### config.mk
export PLATFORM = sky130hd
export DESIGN_NAME = rv32i_decoder
export DESIGN_NICKNAME = d
export VERILOG_FILES = /design/src/rtl/rv32i_pkg.sv /design/src/rtl/rv32i_decoder.sv
export SDC_FILE = /design/constraint.sdc
export NUM_CORES = 1
export LEC_CHECK = 0
export CAP_MARGIN = 10
export CORE_MARGIN = 2
export CORE_UTILIZATION = 42
export CTS_CLUSTER_SIZE = 10
export DETAILED_ROUTE_END_ITERATION = 10
export PLACE_DENSITY = 0.84
export SLEW_MARGIN = 20
export SYNTH_ARGS = -nofsm -noshare
export SYNTH_HDL_FRONTEND = slang
export SYNTH_SLANG_ARGS = --single-unit
### constraint.sdc
create_clock -name clk -period 3.5 [get_ports clk]
set_input_delay 0.35 -clock clk [delete_from_list [all_inputs] [get_ports clk]]
set_output_delay 0.35 -clock clk [all_outputs]
set_load 0.01 [all_outputs]
### src/rtl/rv32i_pkg.sv
// Shared RV32I decode constants: opcodes, funct fields, and the one-hot bit
// indices for the format class and ALU operation used by decode and execute.
package rv32i_pkg;

  localparam int TC_W  = 7;
  localparam int ALU_W = 10;

  // Opcodes (instr[6:0])
  localparam logic [6:0] OPC_OP       = 7'b0110011;
  localparam logic [6:0] OPC_OP_IMM   = 7'b0010011;
  localparam logic [6:0] OPC_LOAD     = 7'b0000011;
  localparam logic [6:0] OPC_JALR     = 7'b1100111;
  localparam logic [6:0] OPC_MISC_MEM = 7'b0001111;
  localparam logic [6:0] OPC_SYSTEM   = 7'b1110011;
  localparam logic [6:0] OPC_STORE    = 7'b0100011;
  localparam logic [6:0] OPC_BRANCH   = 7'b1100011;
  localparam logic [6:0] OPC_LUI      = 7'b0110111;
  localparam logic [6:0] OPC_AUIPC    = 7'b0010111;
  localparam logic [6:0] OPC_JAL      = 7'b1101111;

  // type_code bit indices
  localparam int TC_R   = 0;
  localparam int TC_I   = 1;
  localparam int TC_S   = 2;
  localparam int TC_B   = 3;
  localparam int TC_U   = 4;
  localparam int TC_J   = 5;
  localparam int TC_ILL = 6;

  // alu_op bit indices
  localparam int ALU_ADD  = 0;
  localparam int ALU_SUB  = 1;
  localparam int ALU_SLL  = 2;
  localparam int ALU_SLT  = 3;
  localparam int ALU_SLTU = 4;
  localparam int ALU_XOR  = 5;
  localparam int ALU_SRL  = 6;
  localparam int ALU_SRA  = 7;
  localparam int ALU_OR   = 8;
  localparam int ALU_AND  = 9;

  // OP / OP-IMM funct3
  localparam logic [2:0] F3_ADD_SUB = 3'b000;
  localparam logic [2:0] F3_SLL     = 3'b001;
  localparam logic [2:0] F3_SLT     = 3'b010;
  localparam logic [2:0] F3_SLTU    = 3'b011;
  localparam logic [2:0] F3_XOR     = 3'b100;
  localparam logic [2:0] F3_SR      = 3'b101;
  localparam logic [2:0] F3_OR      = 3'b110;
  localparam logic [2:0] F3_AND     = 3'b111;

  // BRANCH funct3
  localparam logic [2:0] F3_BEQ  = 3'b000;
  localparam logic [2:0] F3_BNE  = 3'b001;
  localparam logic [2:0] F3_BLT  = 3'b100;
  localparam logic [2:0] F3_BGE  = 3'b101;
  localparam logic [2:0] F3_BLTU = 3'b110;
  localparam logic [2:0] F3_BGEU = 3'b111;

  localparam logic [6:0] F7_BASE = 7'b0000000;
  localparam logic [6:0] F7_ALT  = 7'b0100000;

  typedef struct packed {
    logic [TC_W-1:0]  type_code;
    logic [ALU_W-1:0] alu_op;
    logic [4:0]       rs1;
    logic [4:0]       rs2;
    logic [4:0]       rd;
  } dec_t;

  // One-hot ALU op for the shared OP/OP-IMM funct3 map; alt picks SUB/SRA.
  function automatic logic [ALU_W-1:0] alu_from_funct3(input logic [2:0] f3,
                                                       input logic       alt);
    logic [ALU_W-1:0] v;
    v = '0;
    case (f3)
      F3_ADD_SUB: v[alt ? ALU_SUB : ALU_ADD] = 1'b1;
      F3_SLL:     v[ALU_SLL]  = 1'b1;
      F3_SLT:     v[ALU_SLT]  = 1'b1;
      F3_SLTU:    v[ALU_SLTU] = 1'b1;
      F3_XOR:     v[ALU_XOR]  = 1'b1;
      F3_SR:      v[alt ? ALU_SRA : ALU_SRL] = 1'b1;
      F3_OR:      v[ALU_OR]   = 1'b1;
      default:    v[ALU_AND]  = 1'b1;
    endcase
    return v;
  endfunction

endpackage

### src/rtl/rv32i_decoder.sv
// Registered RV32I decoder: one-hot format class, one-hot ALU op and register
// indices, presented one cycle after the instruction word is sampled.
module rv32i_decoder
  import rv32i_pkg::*;
(
  input  logic              clk,
  input  logic              rst,
  input  logic [31:0]       instr,
  output logic [TC_W-1:0]   type_code,
  output logic [ALU_W-1:0]  alu_op,
  output logic [4:0]        rs1,
  output logic [4:0]        rs2,
  output logic [4:0]        rd
);

  dec_t dec_d, dec_q;
  logic illegal;

  logic [6:0] opcode;
  logic [2:0] funct3;
  logic [6:0] funct7;

  assign opcode = instr[6:0];
  assign funct3 = instr[14:12];
  assign funct7 = instr[31:25];

  always_comb begin
    // NOTE: every output of this block gets a default first, so no path can infer a latch.
    dec_d   = '0;
    illegal = 1'b0;

    case (opcode)
      OPC_OP: begin
        dec_d.type_code[TC_R] = 1'b1;
        dec_d.rs1 = instr[19:15];
        dec_d.rs2 = instr[24:20];
        dec_d.rd  = instr[11:7];
        if (funct7 == F7_BASE)
          dec_d.alu_op = alu_from_funct3(funct3, 1'b0);
        else if (funct7 == F7_ALT && (funct3 == F3_ADD_SUB || funct3 == F3_SR))
          dec_d.alu_op = alu_from_funct3(funct3, 1'b1);
        else
          illegal = 1'b1;
      end
      OPC_OP_IMM: begin
        dec_d.type_code[TC_I] = 1'b1;
        dec_d.rs1 = instr[19:15];
        dec_d.rd  = instr[11:7];
        // No SUBI: bit 30 only distinguishes SRAI from SRLI.
        dec_d.alu_op = alu_from_funct3(funct3, (funct3 == F3_SR) && instr[30]);
      end
      OPC_LOAD, OPC_JALR: begin
        dec_d.type_code[TC_I] = 1'b1;
        dec_d.rs1 = instr[19:15];
        dec_d.rd  = instr[11:7];
        dec_d.alu_op[ALU_ADD] = 1'b1;
      end
      OPC_MISC_MEM, OPC_SYSTEM: begin
        dec_d.type_code[TC_I] = 1'b1;
        dec_d.rs1 = instr[19:15];
        dec_d.rd  = instr[11:7];
      end
      OPC_STORE: begin
        dec_d.type_code[TC_S] = 1'b1;
        dec_d.rs1 = instr[19:15];
        dec_d.rs2 = instr[24:20];
        dec_d.alu_op[ALU_ADD] = 1'b1;
      end
      OPC_BRANCH: begin
        dec_d.type_code[TC_B] = 1'b1;
        dec_d.rs1 = instr[19:15];
        dec_d.rs2 = instr[24:20];
        case (funct3)
          F3_BEQ, F3_BNE:   dec_d.alu_op[ALU_SUB]  = 1'b1;
          F3_BLT, F3_BGE:   dec_d.alu_op[ALU_SLT]  = 1'b1;
          F3_BLTU, F3_BGEU: dec_d.alu_op[ALU_SLTU] = 1'b1;
          default:          illegal = 1'b1;
        endcase
      end
      OPC_LUI, OPC_AUIPC: begin
        dec_d.type_code[TC_U] = 1'b1;
        dec_d.rd = instr[11:7];
        dec_d.alu_op[ALU_ADD] = 1'b1;
      end
      OPC_JAL: begin
        dec_d.type_code[TC_J] = 1'b1;
        dec_d.rd = instr[11:7];
        dec_d.alu_op[ALU_ADD] = 1'b1;
      end
      // Also catches any word with instr[1:0] != 2'b11.
      default: illegal = 1'b1;
    endcase

    if (illegal) begin
      dec_d = '0;
      dec_d.type_code[TC_ILL] = 1'b1;
    end
  end

  always_ff @(posedge clk) begin
    // NOTE: state registers use non-blocking assignments so every flop samples pre-edge values.
    if (rst) dec_q <= '0;
    else     dec_q <= dec_d;
  end

  assign type_code = dec_q.type_code;
  assign alu_op    = dec_q.alu_op;
  assign rs1       = dec_q.rs1;
  assign rs2       = dec_q.rs2;
  assign rd        = dec_q.rd;

endmodule

======== Word level (Yosys, flattened, before mapping) ========
Index checks and enable logic that the tools add are counted.
word-level totals
  bits in registers ....................... 32
  logic and storage cells ................. 102
  output and inout bits ................... 32
cells by class
  eq/ne operators ......................... 19
  order comparisons ....................... 4
  bitwise operators ....................... 3
  mux-type cells .......................... 46
  reductions and logical operators ........ 24
operators by type and width
  kind                                                 count
  2-to-1 mux 32 bit                                    1
  equality test 7 x 6 -> 1 bit, second input constant  4
  equality test 7 bit, second input constant           4
  case mux 1 bit (3 select lines)                      9
  2-to-1 mux 1 bit                                     24
  2-to-1 mux 10 bit                                    2
  OR reduction 9 bit                                   2
  2-to-1 mux 5 bit                                     3
  equality test 7 x 5 -> 1 bit, second input constant  2
  equality test 3 bit, second input constant           4
  OR reduction 3 bit                                   4
  OR reduction 6 bit                                   2
  case mux 5 bit (2 select lines)                      1
  OR reduction 2 bit                                   5
  OR reduction 5 bit                                   2
  demux 1 bit (select 4 bit)                           2
  case mux 2 bit (2 select lines)                      2
  OR reduction 8 bit                                   1
  equality test 7 x 2 -> 1 bit, second input constant  1
  equality test 7 x 4 -> 1 bit, second input constant  1
  zero test 7 bit                                      1
  OR reduction 7 bit                                   1
  equality test 3 x 2 -> 1 bit, second input constant  2
  case mux 2 bit (3 select lines)                      1
  10 further kinds                                     15

======== Longest topological paths before layout ========
Gate-level depths: netlist of run 1.
  depth after elaboration ................. 10
  depth in mapped cells ................... 7
  depth with buffers taken out ............ 5

======== Least setup slack after synthesis of run 1 ========
No wires, ideal clock.
  kind .................................... in2reg
  from .................................... input port instr[14]
  to ...................................... register dec_q, in the netlist alu_op[1]
  path buffers ............................ 2
  arrival time ............................ 1820 ps
  setup slack ............................. 1580 ps
  data required time ...................... 3400 ps
  stages .................................. 7
  cells stage by stage .................... buf_2 -> xor2_1 -> o21a_1 -> o211a_1 -> or3_1 -> buf_2 -> a2111oi_4
between the ends
  word-level cells in the longest chain between the ends .. 9
  elaborated cells on any way between the ends .. 34
  those cells by class .................... order compare (4); eq/ne (5); mux (16); reduce/logical (9)
RTL lines
  element                                                                    line                              text
  from (decl)                                                                rv32i_decoder.sv:8                input logic [31:0] instr,
  equality test 3 bit                                                        n/a
  logical AND 1 bit                                                          rv32i_decoder.sv:50               dec_d.alu_op = alu_from_funct3(funct3, (funct3 == F3_SR) && instr[30]);
  2-to-1 mux 1 bit                                                           rv32i_pkg.sv:77, rv32i_pkg.sv:82
  < comparator 3 x 5 -> 1 bit (implied by the code) (tied with other cells)  rv32i_pkg.sv:82                   F3_SR: v[alt ? ALU_SRA : ALU_SRL] = 1'b1;
  logical AND 1 bit, on equally long branches                                rv32i_pkg.sv:82, rv32i_pkg.sv:77
  2-to-1 mux 1 bit, on equally long branches                                 rv32i_pkg.sv:82, rv32i_pkg.sv:77
  demux 1 bit (select 4 bit), on equally long branches                       rv32i_pkg.sv:82, rv32i_pkg.sv:77
  case mux 2 bit (2 select lines)                                            rv32i_pkg.sv:76                   case (f3)
  case mux 1 bit (3 select lines)                                            rv32i_decoder.sv:32               case (opcode)
  to (signal assigned)                                                       rv32i_decoder.sv:102              if (rst) dec_q <= '0;
  to (signal assigned)                                                       rv32i_decoder.sv:103              else dec_q <= dec_d;
  to (decl)                                                                  rv32i_decoder.sv:16               dec_t dec_d, dec_q;
Several ways; a longest one is shown, not always the timed one.
A chain may end at the register's enable or synchronous reset.

======== Final worst setup path of run 1 ========
  from .................................... input port instr[5]
  to ...................................... register dec_q, in the netlist rd[3]
between the ends
  word-level cells in the longest chain between the ends .. 4
  elaborated cells on any way between the ends .. 16
  those cells by class .................... eq/ne (11); mux (1); bitwise (1); reduce/logical (3)
RTL lines
  element                                                              line
  equality test 7 bit (tied with other cells)                          rv32i_decoder.sv:32
  OR reduction 9 bit (no source line)                                  n/a
  case mux 1 bit (3 select lines) / NOT 1 bit (equally long branches)  n/a
  OR reduction 3 bit (no source line) *                                n/a
Mark *: on every way between the ends. The rest lies on a longest branch, timed or not.

==> metrics.md, run 1 <==
| Metric | Value |
|---|---|
| Initial antenna violation count | 0 |
| Vias in the first global route | 1223 |
| Tcrit/Tclk final | 0.698 |
| Clock-pin transition on the worst setup and hold timing paths | 0.09 ns |
| Share of cells above drive strength 1 | 0.0545 |
| Cell count after synthesis | 136 |
| H-tree levels | 2 |
| Post-Synth XOR/XNOR Area | 0.00676 |
| LEAKAGE | 0.754 nW |
| Comb power frac | 0.123 |
| Slew margin rel. | 0.476 |
| Max-cap violation count | 0 |
| Net Switching | 0.000160 W |
| Starting Density | 0.432 |
| Post-synth EDFFs | 0 |
| Mux cell area share after synthesis | 0 |
| Syn avg cell area | 9.53 um^2 |
| Die Y | 59.6 um |
| Seq/Total Area, Yosys | 0.494 |
| Vias after detailed routing | 1309 |
| Seq pwr share | 0.506 |
| Predominant post-synthesis flop cell | dfxtp_1 |
| Arr. time, crit path | 2.71 ns |
| Final instance area | 2030 um^2 |
| Post-cts resize count | 0 |
| First-pass GRT wire length | 5550 um |
| Worst-margin pin slew | 0.780 ns |
| Clk pwr share | 0.372 |
| Core box area | 3000 um^2 |
| Die Wd | 59.6 um |
| Simple-Gate Fraction of Synth Area | 0.315 |
| Ys Warns | 0 |
| #FFs+latches synth | 32 |
| Final Hold Fails | 0 |
| Clock buffer depth | 2 |
| Synth async-reset ratio | 0 |
| Largest family of logic cells by synthesized area | simple AND/OR/NAND/NOR gates |
| Worst VDD drop | 0.229 mV |
| Worst-path maximum fanout | 12 |
| Aggregate routed wire length | 3390 um |
| WL per Instance | 14.4 um |
| DR iter-0 viols | 67 |
| Final Max Slew Viols | 0 |
| Post-route ant nets | 0 |
| Rows | 20 |
| Power Density | 356 nW/um^2 |
| RSZ-0062 raised after global routing | false |
| Cell Area, Placed | 1960 um^2 |
| Global route overflow | 0 |
| Setup Viol. Count Final | 0 |
| Fmax | 0.409 GHz |
| Clock sinks | 32 |
| Total Routing Usage GR | 0.209 |
| Post-Syn Area | 1300 um^2 |
| Port bufs | 65 |
| Hold_buf cts | 0 |
| Ports | 66 |
| GPL Wtd Cong | 0.880 |
| Final TNS setup | 0 ns |
| Postcts setup bufs | 0 |
| N_diodes | 0 |
| Int Pwr | 0.000564 W |
| DP Wirelength | 2570 um |
| Die area | 3550 um^2 |
| Pre-antenna DRT Iters | 4 |
| Synthesized net count | 170 |
| Nets | 235 |
| CTS tree | done |
| Worst EP required | 3.77 ns |
| Distinct cell type count after synthesis | 37 |
| Post-route minimum period | 2.44 ns |
| Post-synthesis adder-cell area fraction | 0 |
| Compound-Gate Fraction of Synth Area | 0.147 |
| Startpoint types | input pin |
| Area Overhead vs Synth | 56.9% |
| Root Buffer | clkbuf_4 |
| Num CTS Buffers | 5 |
| Drt drc | 0 |
| Switch share | 0.221 |
| Largest net degree at the start of global routing | 13 |
| Crit. End Element | flip-flop |
| CP Class | input pin to flip-flop |
| Drt via density | 5.57 |
| Hold WS | 0.578 ns |
| Status | finished, final reports clean |
| Hold Crit Class | input pin to flip-flop |
-- power groups by stage --
stage | combinational, W | sequential [W] | clock, W
2_1_floorplan | 0.0000366 | 0.000376 | 0
3_3_place_gp | 0.0000850 | 0.000375 | 0
3_5_place_dp | 0.0000867 | 0.000375 | 0
4_1_cts | 0.0000879 | 0.000366 | 0.000277
5_1_grt | 0.0000963 | 0.000367 | 0.000292
6_report | 0.0000889 | 0.000366 | 0.000269
-- layout by cell type (no fill, tap or decap), types with 4 or more instances in the layout --
master,count
a21oi_1,4
and2_1,7
and3_1,11
clkbuf_4,5
clkdlybuf4s50_1,65
dfxtp_1,32
nand2_1,5
nand2b_1,4
nand3_1,4
nor2_1,8
nor3_1,5
nor3b_1,4
nor4_1,5
o21ai_0,7
-- worst paths after layout --
path,end,slack [ns],cells after the start,from
setup / recovery,rd[3]$_SDFF_PP0_,1.06,7,instr[5]
hold / removal,rs2[4]$_SDFF_PP0_,0.58,2,instr[24]
-- sequential cells by signal (all words and copies together), names as in the netlist --
name	flops
rs2	5
type_code	7
rs1	5
rd	5
alu_op	10
-- cell families (layout without fill, tap and decap cells) --
group	Yosys count	in the layout
buffers and inverters	11	77
AO/OA/AOI/OAI	25	25
XOR/XNOR	1	1
AND/OR/NAND/NOR	67	67
flip-flops	32	32
-- final cells by class --
type / count / area, um^2
clock buffers: 6 / 41.3
clock inverters: 2 / 35.0
fillers: 244 / 968
inverters: 3 / 11.3
multi-input cells: 93 / 607
flip-flops and latches: 32 / 641
well taps: 33 / 41.3
repair buffers: 66 / 658
-- per-stage QoR --
step | power (W) | setup slack (ns) | std cells | util
2_1_floorplan | 0.000412 | 1.58 | 136 | -
3_3_place_gp | 0.000460 | 0.830 | 227 | 0.652
3_5_place_dp | 0.000462 | 0.746 | 227 | 0.652
4_1_cts | 0.000731 | 1.09 | 235 | 0.678
5_1_grt | 0.000755 | 0.867 | 235 | 0.678
6_report | 0.000724 | 1.06 | 235 | 0.678
-- synthesized netlist by cell type (2+ instances only) --
cell      instances  area share
dfxtp_1          32        0.49
and3_1           11       0.053
nor2_1            8       0.023
and2_1            7       0.034
o21ai_0           7       0.027
buf_2             5       0.019
nand2_1           5       0.014
nor3_1            5       0.019
nor4_1            5       0.024
a21oi_1           4       0.015
nand2b_1          4       0.019
nand3_1           4       0.015
nor3b_1           4       0.023
inv_1             3      0.0087
nor2b_1           3       0.014
or4_1             3       0.017
a22o_1            2       0.014
clkbuf_1          2      0.0058
nand3b_1          2       0.012
o21a_1            2       0.012
or3_1             2      0.0097
-- routing by layer --
metal	global-route usage	vias up	share of wire
met5	0	-	0
met4	0.0762	0	0.011
met2	0.342	71	0.48
met3	0.0764	6	0.089
met1	0.249	611	0.42
li1	-	621	-
-- critical path, cell delays in order --
cell	delay (ns)
clkdlybuf4s50_1	0.62
nand3b_1	0.25
nor4_1	0.07
buf_4	0.17
a211o_1	0.33
nor3_1	0.66
and3_1	0.27
No activity file was read; power rests on OpenSTA's default activity.
==> run 2: changes to the inputs <==
--- a/config.mk
+++ b/config.mk
@@ -7,10 +7,10 @@
 export LEC_CHECK = 0
 export CAP_MARGIN = 10
 export CORE_MARGIN = 2
-export CORE_UTILIZATION = 42
+export CORE_UTILIZATION = 39
 export CTS_CLUSTER_SIZE = 10
 export DETAILED_ROUTE_END_ITERATION = 10
-export PLACE_DENSITY = 0.84
+export PLACE_DENSITY = 0.79
 export SLEW_MARGIN = 20
 export SYNTH_ARGS = -nofsm -noshare
 export SYNTH_HDL_FRONTEND = slang
==> constraint.sdc (replaced) <==
create_clock -name clk -period 2.5 [get_ports clk]
set_input_delay 0.25 -clock clk [delete_from_list [all_inputs] [get_ports clk]]
set_output_delay 0.25 -clock clk [all_outputs]
set_load 0.01 [all_outputs]
==> run 2 against run 1 <==
Core utilization shrank 0.13 points. Wire length increased by 3.2%. Critical endpoint is now rs1[2]$_SDFF_PP0_. Critical path type unchanged. Cell count rose by 8.5%. Global-route usage down 1.7 points. Clock power rose by 11%. Critical path depth fell by 1. Clock-buffer cell count grew 2. Combinational power rose by 52%. Setup slack lost 0.80 ns. Hold slack worse by 0.091 ns. Non-clock buffer count is 9 higher. Cell area grew 3.1%.
==> metrics.md, run 2 (same netlist as run 1, synthesis figures left out) <==
| Metric | Value |
|---|---|
| Vias after detailed routing | 1328 (was 1309) |
| Slew margin rel. | 0.445 (was 0.476) |
| Global route overflow | 0 (unchanged) |
| Rows | 20 (unchanged) |
| Core box area | 3100 um^2 (was 3000 um^2) |
| Die Wd | 61.7 um (was 59.6 um) |
| CP Class | input pin to flip-flop (unchanged) |
| Startpoint types | input pin (unchanged) |
| Ports | 66 (unchanged) |
| Commonest non-fill, non-tap cells in the layout | 65 x clkdlybuf4s50_1, 32 x dfxtp_1, 11 x and3_1 (unchanged) |
| Root Buffer | clkbuf_4 (unchanged) |
| Drt drc | 0 (unchanged) |
| GPL Wtd Cong | 0.898 (was 0.880) |
| First-pass GRT wire length | 5330 um (was 5550 um) |
| Aggregate routed wire length | 3500 um (was 3390 um) |
| Worst Hold Path Cells | 2 (unchanged) |
| Max FFs per register | 10 (unchanged) |
| Status | finished, final reports clean (unchanged) |
| Worst-margin pin slew | 0.826 ns (was 0.780 ns) |
| Hold WS | 0.487 ns (was 0.578 ns) |
| Port bufs | 65 (unchanged) |
| Area Overhead vs Synth | 61.9% (was 56.9%) |
| Fmax | 0.445 GHz |
| Post-route ant nets | 0 (unchanged) |
| Power Density | 451 nW/um^2 (was 356 nW/um^2) |
| Setup Viol. Count Final | 0 (unchanged) |
| Drt via density | 5.21 (was 5.57) |
| Die area | 3800 um^2 (was 3550 um^2) |
| Worst Setup EP | rs1[2]$_SDFF_PP0_ (was rd[3]$_SDFF_PP0_) |
| Final Max Slew Viols | 0 (unchanged) |
| Post-route minimum period | 2.25 ns |
| Finished Layout Cells | 255 (was 235) |
| CTS tree | done (unchanged) |
| Total Routing Usage GR | 0.192 (was 0.209) |
| Clock-pin transition on the worst setup and hold timing paths | 0.09 ns (about the same) |
| Util after Layout | 0.676 (was 0.678) |
| Register area | 641 um^2 (unchanged) |
| Max-cap violation count | 0 (unchanged) |
| WL per Instance | 13.7 um (was 14.4 um) |
| Initial antenna violation count | 0 (unchanged) |
| Tcrit/Tclk final | 0.899 |
| LEAKAGE | 0.786 nW (was 0.754 nW) |
| Final Hold Fails | 0 (unchanged) |
| Start point of the critical path | instr[3] (was instr[5]) |
| Multi-input gate area | 607 um^2 (unchanged) |
| FILL cells | 271 (was 244) |
| Postcts setup bufs | 0 (unchanged) |
| Worst EP required | 2.77 ns (was 3.77 ns) |
| Hold_buf cts | 0 (unchanged) |
| Num CTS Buffers | 5 (unchanged) |
| Vias in the first global route | 1254 (was 1223) |
| Clock buffer depth | 2 (unchanged) |
| Clock sinks | 32 (unchanged) |
| Worst-path maximum fanout | 11 (was 12) |
| Share of cells above drive strength 1 | 0.0900 (was 0.0545) |
| Largest net degree at the start of global routing | 12 (was 13) |
| Pre-antenna DRT Iters | 5 (was 4) |
| Cells after DPL | 247 (was 227) |
| Arr. time, crit path | 2.52 ns (was 2.71 ns) |
| DP Wirelength | 2770 um (was 2570 um) |
| Worst VDD drop | 0.179 mV (was 0.229 mV) |
| Nets | 244 (was 235) |
| DR iter-0 viols | 48 (was 67) |
| H-tree levels | 2 (unchanged) |
| Post-cts resize count | 0 (unchanged) |
| Starting Density | 0.418 (was 0.432) |
| Crit. End Element | flip-flop (unchanged) |
| Power Total | 0.000946 W (was 0.000724 W) |
| Die Y | 61.7 um (was 59.6 um) |
| N_diodes | 0 (unchanged) |
| RSZ-0062 raised after global routing | false (unchanged) |
| Commonest non-fill, non-tap cell in the layout | clkdlybuf4s50_1 (unchanged) |
| Hold Crit Class | input pin to flip-flop (unchanged) |
run 2: cell count changes in the layout (fill, tap and decap cells not counted):
| cell | change |
|---|---|
| buf_4 | +9 |
| clkbuf_1 | +1 |
| bufinv_16 | -1 |
| clkbuf_8 | +1 |
| clkinv_2 | -1 |
run 2: worst max-delay path, stage by stage:
cell             delay, ns
clkdlybuf4s50_1       0.62
nor3b_1               0.35
o21ai_0               0.16
a21boi_0              0.19
nor3_1                0.67
and3_1                0.28
run 2: through the flow:
stage	TNS [ns]	setup WS, ns	instance area [um^2]
global route	0	0.00533	2100
finish	0	0.252	2100
global placement	-0.0104	-0.00435	2040
detailed placement	-0.121	-0.0231	2040
floorplan	0	0.680	1300
CTS	0	0.313	2100
run 2: power breakdown:
part | internal (W) | switching [W] | total, W | leakage [nW]
Sequential | 0.000512 | 0.000000659 | 0.000513 | 0.258
Combinational | 0.0000769 | 0.0000577 | 0.000135 | 0.495
Clock | 0.000139 | 0.000160 | 0.000299 | 0.0326
run 2: cell type report:
class	count	share of cell area
clock buffer	8	0.0280
inverter	3	0.00537
multi-input combinational	93	0.289
sequential	32	0.305
tap	44	0.0262
timing repair buffer	75	0.346
run 2: how the worst min path moves through the flow:
stage | from | to | slack, ns
global placement | instr[19] | rs1[4]$_SDFF_PP0_ | 0.83
global route | instr[17] | rs1[2]$_SDFF_PP0_ | 0.49
detailed placement | instr[19] | rs1[4]$_SDFF_PP0_ | 0.83
floorplan | rst | type_code[6]$_SDFF_PP0_ | 0.32
finish | instr[15] | rs1[0]$_SDFF_PP0_ | 0.49
CTS | instr[15] | rs1[0]$_SDFF_PP0_ | 0.48
run 2: per-layer routing:
layer,global-route usage,share of wire
met5,0,0
met4,0.100,0.013
met3,0.0399,0.081
met2,0.337,0.50
met1,0.216,0.40
==> run 3: changes to the inputs <==
--- a/config.mk
+++ b/config.mk
@@ -11,7 +11,6 @@
 export CTS_CLUSTER_SIZE = 10
 export DETAILED_ROUTE_END_ITERATION = 10
 export PLACE_DENSITY = 0.79
-export SLEW_MARGIN = 20
 export SYNTH_ARGS = -nofsm -noshare
 export SYNTH_HDL_FRONTEND = slang
 export SYNTH_SLANG_ARGS = --single-unit
==> results of run 3 <==
Final layout, timing and power as in run 2 (identical DEF).
==> RTL edit, RTL diff (config.mk and constraints of run 3) <==
Reset style: asynchronous (`rst`), changed in one clocked block.
--- a/src/rtl/rv32i_decoder.sv
+++ b/src/rtl/rv32i_decoder.sv
@@ -97,7 +97,7 @@
     end
   end
 
-  always_ff @(posedge clk) begin
+  always_ff @(posedge clk or posedge rst) begin
     // NOTE: state registers use non-blocking assignments so every flop samples pre-edge values.
     if (rst) dec_q <= '0;
     else     dec_q <= dec_d;
Formal check against the unedited RTL: differs if rst is asserted again (counterexample within 4 cycles, from zero or initial values and one cycle with rst high); with rst held inactive, the same outputs for 10 cycles.
==> RTL edit against run 3 <==
- wire length rose by 2.0%
- non-clock buffer count is 4 lower
- critical endpoint is now alu_op[1]
- final area is 7.8% higher
- total power grew 10%
- critical path type unchanged
- sequential cell count unchanged
- largest power group unchanged
- highest routed layer unchanged
- area after synthesis increased by 12%
- clock power rose by 19%
- setup slack improved by 0.34 ns
==> RTL edit: results (changes against run 3) <==
stage	metric	value	unit	change
run_status	run status	completed		
synth	count of distinct cell types in the synthesized netlist	47		+27%
synth	top cells by count, synth	32 x sky130_fd_sc_hd__dfrtp_1, 15 x sky130_fd_sc_hd__nand2_1, 11 x sky130_fd_sc_hd__nor2_1		
placed_design	final weighted congestion in routability-driven placement	0.912		+1.6%
route	average wire length per cell after detail routing	14.0	um	+2.0%
clocking	Max Root-Sink Buffers	2		unchanged
worst_setup_path	Worst Path Max Fanout	11		unchanged
global_routing	pin count of the biggest net entering global routing	33		+21
synth	register area share after synthesis	55.0	%	+5.6 points
placed_design	number of buffers inserted by port buffering	65		unchanged
power_and_ir_drop	net switching share of the total power	23.3	%	+0.15 points
timing	Worst Max-Slew Pin Slew	0.602	ns	-0.224 ns
synth	top flip-flop cell by instance count after synthesis	sky130_fd_sc_hd__dfrtp_1		
route	number of DRC markers after the initial detailed-route iteration	82		+71%
power_and_ir_drop	LEAKAGE	0.930	nW	+18%
power_and_ir_drop	Max VDD drop	0.208	mV	+16%
global_routing	antenna violations before repair	0		unchanged
worst_setup_path	CP endpoint	alu_op[1]		
route	drt drc	0		unchanged
global_routing	first-pass GRT wire length	5.78	mm	+8.6%
synth	largest cells by area after synthesis	sky130_fd_sc_hd__dfrtp_1 55%, sky130_fd_sc_hd__nor3b_1 5.2%, sky130_fd_sc_hd__nand2_1 3.9%		
cells_and_area	Largest register FFs	10		unchanged
clocking	setup repair bufs after CTS	0		unchanged
worst_hold_path	worst hold path class	in -> async		
synth	share of synthesized flip-flops with an asynchronous set or reset	100	%	+100 points
synth	total number of yosys warnings	0		unchanged
clocking	Inserted Clock Buffers	5		unchanged
worst_setup_path	data arrival time of the critical path	2.10	ns	-0.42 ns
worst_setup_path	crit path from	instr[2]		
cells_and_area	share of layout cells above drive strength 1	11.1	%	+2.1 points
route	total met2 wirelength after detailed routing	1.65	mm	-5.9%
route	Met1 Routed Length	1.51	mm	+6.4%
placed_design	worst slack at placement	0.339	ns	+0.362 ns
route	met3 wirelength from detailed routing	318	um	+13%
clocking	number of H-tree levels	2		unchanged
placed_design	placed cell areas	2180	um^2	+7.1%
placed_design	HPWL reported at the end of detailed placement	2.73	mm	-1.2%
clocking	master cell of the clock root buffer	sky130_fd_sc_hd__clkbuf_8		
route	DR vias	1336		+0.60%
global_routing	global router's overall resource usage	17.9	%	-1.2 points
route	Top Metal Used	met4		
timing	crit path time final	1.91	ns	-0.336 ns
route	count of TritonRoute iterations in the first routing pass	4		-1
cells_and_area	Layout Nets	241		-1.2%
synth	syn nets	170		unchanged
clocking	clock slew at the register clock pins of the worst setup and hold paths	0.06	ns	-0.03 ns
[RTL edit: cell types whose count changed after synthesis, moves of 10 or more]
| cell | delta |
|---|---|
| sky130_fd_sc_hd__and3_1 | -11 |
| sky130_fd_sc_hd__dfrtp_1 | +32 |
| sky130_fd_sc_hd__dfxtp_1 | -32 |
| sky130_fd_sc_hd__nand2_1 | +10 |
[RTL edit: final cells by class]
| type | count | area, um^2 |
|---|---|---|
| clock buffers | 6 | 72.6 |
| clock inverters | 1 | 5.00 |
| fillers | 291 | 1370 |
| inverters | 3 | 11.3 |
| multi-input cells | 94 | 616 |
| flip-flops and latches | 32 | 801 |
| well taps | 48 | 60.1 |
| repair buffers | 71 | 696 |
[RTL edit: how the worst min path moves through the flow]
stage	startpoint	to	depth (start not counted)
6_report	rst	alu_op[5]	3
5_1_grt	rst	alu_op[5]	3
3_3_place_gp	rst	alu_op[9]	3
3_5_place_dp	rst	alu_op[2]	3
2_1_floorplan	instr[30]	alu_op[6]	1
4_1_cts	rst	alu_op[5]	3
[RTL edit: logic make-up after synthesis]
family | share of synthesized area, %
AO/OA/AOI/OAI | 10.8
XOR/XNOR | 1.20
buffers and inverters | 2.75
flip-flops | 55.0
multiplexers | 0.773
AND/OR/NAND/NOR | 29.5
[RTL edit: through the flow]
step	power, mW	std cells	hold slack (ns)
finish	1.04	255	0.361
global route	1.09	255	0.421
CTS	1.05	255	0.365
detailed placement	0.694	248	0.656
global placement	0.690	248	0.648
floorplan	0.606	136	0.323
[RTL edit: layer usage]
metal / vias up / global-route usage (%)
met2: 78 / 27.6
li1: 630 / -
met4: 0 / 11.7
met5: - / 0
met1: 618 / 22.6
met3: 10 / 4.28
[RTL edit: power groups by stage]
stage	sequential [mW]	clock, mW	combinational (mW)
floorplan	0.537	0	0.0686
global placement	0.534	0	0.156
detailed placement	0.534	0	0.160
CTS	0.525	0.364	0.161
global route	0.525	0.386	0.176
finish	0.525	0.355	0.161
[RTL edit: critical path: stages]
cell	delay [ns]
sky130_fd_sc_hd__clkdlybuf4s50_1	0.60
sky130_fd_sc_hd__nor3b_2	0.41
sky130_fd_sc_hd__nand2_1	0.26
sky130_fd_sc_hd__or3_4	0.45
sky130_fd_sc_hd__o32ai_2	0.12
